[config.mk]
export PLATFORM = sky130hd
export DESIGN_NAME = cell_word_rx
export DESIGN_NICKNAME = d
export VERILOG_FILES = /design/src/rtl/cell_pkg.sv /design/src/rtl/cell_pattern_gen.sv /design/src/rtl/cell_word_rx.sv
export SDC_FILE = /design/constraint.sdc
export NUM_CORES = 1
export LEC_CHECK = 0
export CAP_MARGIN = 20
export CORE_MARGIN = 4
export CORE_UTILIZATION = 55
export CTS_BUF_LIST = sky130_fd_sc_hd__clkbuf_16
export DETAILED_ROUTE_END_ITERATION = 16
export HOLD_SLACK_MARGIN = 0.12
export PLACE_DENSITY = 0.86
export SETUP_SLACK_MARGIN = 0.15
export SLEW_MARGIN = 20
export SYNTH_ARGS = -nofsm -noshare
export SYNTH_HDL_FRONTEND = slang
export SYNTH_SLANG_ARGS = --single-unit
export TNS_END_PERCENT = 30
[constraint.sdc]
create_clock -name clk -period 3.2 [get_ports clk]
set_clock_uncertainty 0.05 [all_clocks]
set_input_delay 0.64 -clock clk [delete_from_list [all_inputs] [get_ports clk]]
set_output_delay 0.64 -clock clk [all_outputs]
set_load 0.05 [all_outputs]
[src/rtl/cell_pkg.sv]
// Shared cell-link definitions used by both the transmitter and the receive checker.
// No logic, so no latency and no backpressure.
// Holds the FSM state encoding, the default payload pattern and the beat-count helper.
package cell_pkg;

    typedef enum logic {
        CELL_IDLE = 1'b0,
        CELL_RECV = 1'b1
    } cell_state_t;

    localparam int          CELL_BYTES       = 53;
    localparam logic [31:0] PAY_INIT_DEFAULT = 32'h01020304;
    localparam logic [31:0] PAY_INC_DEFAULT  = 32'h01010101;

    // Number of beats needed to carry one cell; a partial final beat counts as a beat.
    function automatic int cell_transfers(input int cell_size, input int dat_width);
        return cell_size / dat_width + (((cell_size % dat_width) != 0) ? 1 : 0);
    endfunction

endpackage

[src/rtl/cell_pattern_gen.sv]
// Deterministic payload generator: beat k carries init + k*inc, modulo 2^DAT_WIDTH.
// exp is combinational from load (beat 0 seen in the same cycle), registered afterwards.
// No backpressure: the owner advances it with load/step on each accepted beat.
module cell_pattern_gen
    import cell_pkg::*;
#(
    parameter int          DAT_WIDTH = 32,
    parameter logic [31:0] PAY_INIT  = PAY_INIT_DEFAULT,
    parameter logic [31:0] PAY_INC   = PAY_INC_DEFAULT
) (
    input  logic                 clk,
    input  logic                 rst,
    input  logic                 load,
    input  logic                 step,
    output logic [DAT_WIDTH-1:0] exp
);

    localparam logic [63:0]          INIT64 = 64'(PAY_INIT);
    localparam logic [63:0]          INC64  = 64'(PAY_INC);
    localparam logic [DAT_WIDTH-1:0] INIT_W = INIT64[DAT_WIDTH-1:0];
    localparam logic [DAT_WIDTH-1:0] INC_W  = INC64[DAT_WIDTH-1:0];

    logic [DAT_WIDTH-1:0] exp_q;

    // load wins so a new cell always restarts the sequence, even mid-cell.
    assign exp = load ? INIT_W : exp_q;

    always_ff @(posedge clk or posedge rst) begin
        if (rst) begin
            exp_q <= INIT_W;
        end else if (load) begin
            exp_q <= INIT_W + INC_W;
        end else if (step) begin
            exp_q <= exp_q + INC_W;
        end
    end

endmodule

[src/rtl/cell_word_rx.sv]
// Receive checker for the cell word stream; pulses cell_done/cell_err per cell (CELL_WORD_RX_STATS_EN adds counters).
// Pulses and counters appear one cycle after the edge that accepts the last or aborting beat.
// No backpressure: every valid beat is consumed; non-sop beats outside a cell are dropped.
module cell_word_rx
    import cell_pkg::*;
#(
    parameter int          DAT_WIDTH = 32,
    parameter int          CELL_SIZE = CELL_BYTES * 8,
    parameter logic [31:0] PAY_INIT  = PAY_INIT_DEFAULT,
    parameter logic [31:0] PAY_INC   = PAY_INC_DEFAULT
) (
    input  logic                 clk,
    input  logic                 rst,
    input  logic                 dat_valid,
    input  logic                 sop,
    input  logic [DAT_WIDTH-1:0] dat,
    output logic                 busy,
    output logic                 cell_done,
    output logic                 cell_err,
    output logic [15:0]          cell_cnt,
    output logic [15:0]          err_cnt
);

    localparam int TRANSFERS = cell_transfers(CELL_SIZE, DAT_WIDTH);
    localparam int CNT_W     = (TRANSFERS > 1) ? $clog2(TRANSFERS) : 1;
    localparam int LAST_BITS = ((CELL_SIZE % DAT_WIDTH) == 0) ? DAT_WIDTH : (CELL_SIZE % DAT_WIDTH);
    localparam logic [DAT_WIDTH-1:0] LAST_MASK = {DAT_WIDTH{1'b1}} >> (DAT_WIDTH - LAST_BITS);
    localparam logic [CNT_W-1:0]     LAST_IDX  = CNT_W'(TRANSFERS - 1);

    cell_state_t          state;
    logic [CNT_W-1:0]     beat_cnt;
    logic                 mism_q;
    logic [DAT_WIDTH-1:0] exp;

    logic start, beat, abort, last_beat, mism, mism_acc, fin_ok, fin_bad;
    logic [DAT_WIDTH-1:0] cmp_mask;

    // A sop beat always starts a cell, whether in IDLE or as a runt restart in RECV.
    assign start     = dat_valid && sop;
    assign beat      = dat_valid && !sop && (state == CELL_RECV);
    assign abort     = start && (state == CELL_RECV);
    assign last_beat = (beat && (beat_cnt == LAST_IDX)) || (start && (TRANSFERS == 1));
    assign cmp_mask  = last_beat ? LAST_MASK : {DAT_WIDTH{1'b1}};
    assign mism      = ((dat ^ exp) & cmp_mask) != '0;
    assign mism_acc  = mism || (beat && mism_q);
    assign fin_ok    = last_beat && !mism_acc;
    assign fin_bad   = abort || (last_beat && mism_acc);

    cell_pattern_gen #(
        .DAT_WIDTH (DAT_WIDTH),
        .PAY_INIT  (PAY_INIT),
        .PAY_INC   (PAY_INC)
    ) u_pattern (
        .clk  (clk),
        .rst  (rst),
        .load (start),
        .step (beat),
        .exp  (exp)
    );

    always_ff @(posedge clk or posedge rst) begin
        if (rst) begin
            state     <= CELL_IDLE;
            busy      <= 1'b0;
            beat_cnt  <= '0;
            mism_q    <= 1'b0;
            cell_done <= 1'b0;
            cell_err  <= 1'b0;
        end else begin
            cell_done <= fin_ok;
            cell_err  <= fin_bad;
            if (start) begin
                if (TRANSFERS == 1) begin
                    state    <= CELL_IDLE;
                    busy     <= 1'b0;
                    beat_cnt <= '0;
                    mism_q   <= 1'b0;
                end else begin
                    state    <= CELL_RECV;
                    busy     <= 1'b1;
                    beat_cnt <= CNT_W'(1);
                    mism_q   <= mism;
                end
            end else if (beat) begin
                if (last_beat) begin
                    state    <= CELL_IDLE;
                    busy     <= 1'b0;
                    beat_cnt <= '0;
                    mism_q   <= 1'b0;
                end else begin
                    beat_cnt <= beat_cnt + CNT_W'(1);
                    mism_q   <= mism_acc;
                end
            end
        end
    end

`ifdef CELL_WORD_RX_STATS_EN
    always_ff @(posedge clk or posedge rst) begin
        if (rst) begin
            cell_cnt <= '0;
            err_cnt  <= '0;
        end else begin
            if ((fin_ok || fin_bad) && (cell_cnt != 16'hFFFF)) begin
                cell_cnt <= cell_cnt + 16'd1;
            end
            if (fin_bad && (err_cnt != 16'hFFFF)) begin
                err_cnt <= err_cnt + 16'd1;
            end
        end
    end
`else
    assign cell_cnt = '0;
    assign err_cnt  = '0;
`endif

endmodule
==> run_results.csv <==
group,metric,value,unit
routing,drtIter0Drc,166,
finish,fin_nets,447,
clock_tree,path_clk_slew,0.06,ns
die,fp.dieW,83.7,um
clock_tree,cts_tree,"yes",
critical_path,r2r-end,"u_pattern.exp_q[30]",
clock_tree,clock_path_buffers,2,
routing,dr_wl_met3,467,um
pwr,p_switching,536,uW
logic_synthesis,ys_seq_elements,40,
clock_tree,clock_latency,0.29,ns
logic_synthesis,ys.warnings.count,0,
sta,worst_slew_pin_slew,0.698,ns
clock_tree,post_cts_resized,0,
run_status,status,"complete, no violations",
clock_tree,numClockSinks,40,
logic_synthesis,synth_edf_count,0,
critical_path,cp_max_fo,33,
pwr,p_leak,1.48,nW
finish,drive_gt1_frac,0.0733,
routing,wl_met1,3020,um
logic_synthesis,syn_inst,385,
critical_path,critPathKind,"in2reg",
pwr,powerDensity,429,mW/mm^2
sta,fin_tns_setup,0,ns
logic_synthesis,synth.avg_cell_area,8.19,um^2
routing,wl_per_cell,15.7,um
routing,ant_nets,0,
global_routing,first_global_vias,2774,
critical_path,rr_worst_depth,7,
die,start_util,0.569,
logic_synthesis,ys_seq_area_frac,0.319,
global_routing,grt_max_degree,41,
sta,slew_violations,0,
pwr,vdd_drop_max,0.276,mV
sta,hold_slack,0.460,ns
routing,wl,7530,um
pwr,pwr-share-clk,0.318,
die,fp.coreArea,0.00554,mm^2
die,rows,27,
pwr,p_comb_frac,0.262,
sta,slew_headroom,0.528,
finish,synthToLayoutAreaGrowth,13.7,%
min_path,hold_path_end,"u_pattern.exp_q[24]",
logic_synthesis,synth_area,0.00315,mm^2
critical_path,endpoint_kind,"register",
critical_path,arrival,2.63,ns
logic_synthesis,synth_area_leaders,"dfrtp_1, buf_4, o21ai_0, xnor2_1, dfstp_2",
sta,setup_viol,0,
job,drv_cap,0,
critical_path,start_kind,"primary input",
routing,avgViaCountPerCell,6.08,
sta,hold_viol_final,0,
pwr,cell_internal_pwr,1.00,mW
clock_tree,post_cts_buffers,0,
min_path,hold_depth,2,
routing,vias,2923,
pwr,sequentialPowerShare,0.420,
logic_synthesis,ys_async_sr_fraction,1.00,
placement,hpwl,5420,um
global_routing,grt_pass1_wl,12700,um
placement,place.gp.congestion,0.916,
clock_tree,cts_made_buffers,5,
logic_synthesis,ys.flop_type,"dfrtp_1",
sta,fin_crit,2.53,ns
die,dieArea,0.00701,mm^2
routing,met2_length,3900,um
logic_synthesis,synth_top_area_frac,0.278,
pwr,switching_share,0.348,
min_path,worstHoldStart,"u_pattern.exp_q[24]",
global_routing,grt_use_total,0.217,
die,die_h,83.7,um
critical_path,cp.required,3.30,ns
critical_path,r2r_setup_slack,0.73,ns
sta,period_share,0.791,
global_routing,grt_overflow_total,0,
min_path,hp-class,"reg2reg",
logic_synthesis,synthDistinctLibCells,61,
finish,n_antenna_cell,0,
clock_tree,postCtsHoldBufs,0,
clock_tree,htree_levels,2,
clock_tree,root_buffer,"clkbuf_16",
global_routing,antenna_found_initial,0,
routing,dr.max_layer_used,"met4",
sta,fmax,0.395,GHz
logic_synthesis,synth_top_area_cell,"dfrtp_1",
critical_path,r2r_start,"u_pattern.exp_q[1]",
die,pin_count,71,
routing,firstDrtPassIters,4,
routing,drcViolationCount,0,
sta,rsz0062_at_grt,"false",
placement,portBuffers,38,
-- synthesized netlist by cell type (3+ instances only) --
library cell,n
a21o_1,7
inv_1,11
a31oi_1,18
or4_1,3
o21ai_1,3
o32ai_1,13
nor4bb_1,10
xnor2_1,17
dfstp_2,5
clkbuf_1,13
nor2_1,34
and3_1,11
buf_4,32
o21ai_0,35
nand2_1,34
nor4_1,4
nand4_1,9
dfrtp_1,35
a21oi_1,10
nand3_1,11
nor3_1,4
buf_2,12
ha_1,3
xor2_1,5
-- worst max-delay path, stage by stage --
cell,delay [ns]
clkdlybuf4s50_1,0.47
and2_1,0.17
buf_12,0.20
nor2_1,0.07
o32a_1,0.29
or4_1,0.43
nor4_2,0.18
o221ai_1,0.16
-- state kept, by name (all words and copies together) (netlist names) --
name and cells:
mism_q 1, cell_err 1, beat_cnt 4, u_pattern.exp_q 32
cell_done 1, state 1
-- how the worst max path moves through the flow --
| stage | from | endpoint | slack, ns | depth (start not counted) |
|---|---|---|---|---|
| 3_3_place_gp | dat_valid | mism_q | 0.44 | 8 |
| 6_report | sop | mism_q | 0.67 | 8 |
| 2_1_floorplan | dat_valid | mism_q | 0.91 | 8 |
| 3_5_place_dp | sop | mism_q | 0.37 | 8 |
| 4_1_cts | dat_valid | mism_q | 0.67 | 8 |
| 5_1_grt | dat_valid | mism_q | 0.46 | 8 |
-- routing by layer --
layer  vias up  GRT usage
li1       1390          -
met1      1414      0.267
met2       107      0.379
met3        12     0.0355
met4         0     0.0819
met5         -          0
-- cells by family (layout without fill, tap and decap cells) --
group / after synthesis / after routing / synth area share
adders and majority gates: 3 / 3 / 0.0119
and+or+nand+nor: 136 / 136 / 0.234
AOI/OAI and AO/OA: 110 / 110 / 0.238
xor gates and xnor gates: 22 / 22 / 0.0611
muxes: 1 / 1 / 0.00317
other: 1 / 32 / 0.00119
buffers and inverters: 72 / 65 / 0.131
DFF: 40 / 40 / 0.319
-- layout by cell type (no fill, tap or decap), types with 13 or more instances in the layout --
cell,instances
a31oi_1,18
clkdlybuf4s50_1,38
conb_1,32
dfrtp_1,35
nand2_1,34
nor2_1,34
o21ai_0,35
o32ai_1,13
xnor2_1,17
-- area by class of cell --
type                       count  area (um^2)
clock inverter                 3         18.8
clock buffer                   5          125
timing repair buffer          46          453
tap                           72         90.1
sequential                    40         1010
fill                         466         1960
inverter                      11         41.3
multi-input combinational    304         1850
-- per-stage QoR --
stage	instance area, um^2	cells	worst slack, ns	util	power, mW
final	3580	481	0.668	0.647	1.54
after global routing	3580	481	0.465	0.647	1.61
after CTS	3580	481	0.668	0.647	1.54
after detailed placement	3440	473	0.369	0.621	1.05
after global placement	3440	473	0.442	0.621	1.03
after floorplan	3270	416	0.909	-	0.961
-- power by group through the flow --
stage	Combinational [mW]	Sequential (mW)	Clock (mW)
after floorplan	0.353	0.609	0
after global placement	0.384	0.647	0
after detailed placement	0.399	0.652	0
after CTS	0.401	0.644	0.498
after global routing	0.442	0.654	0.519
final	0.403	0.646	0.490
(Power assumes the default switching activity.)
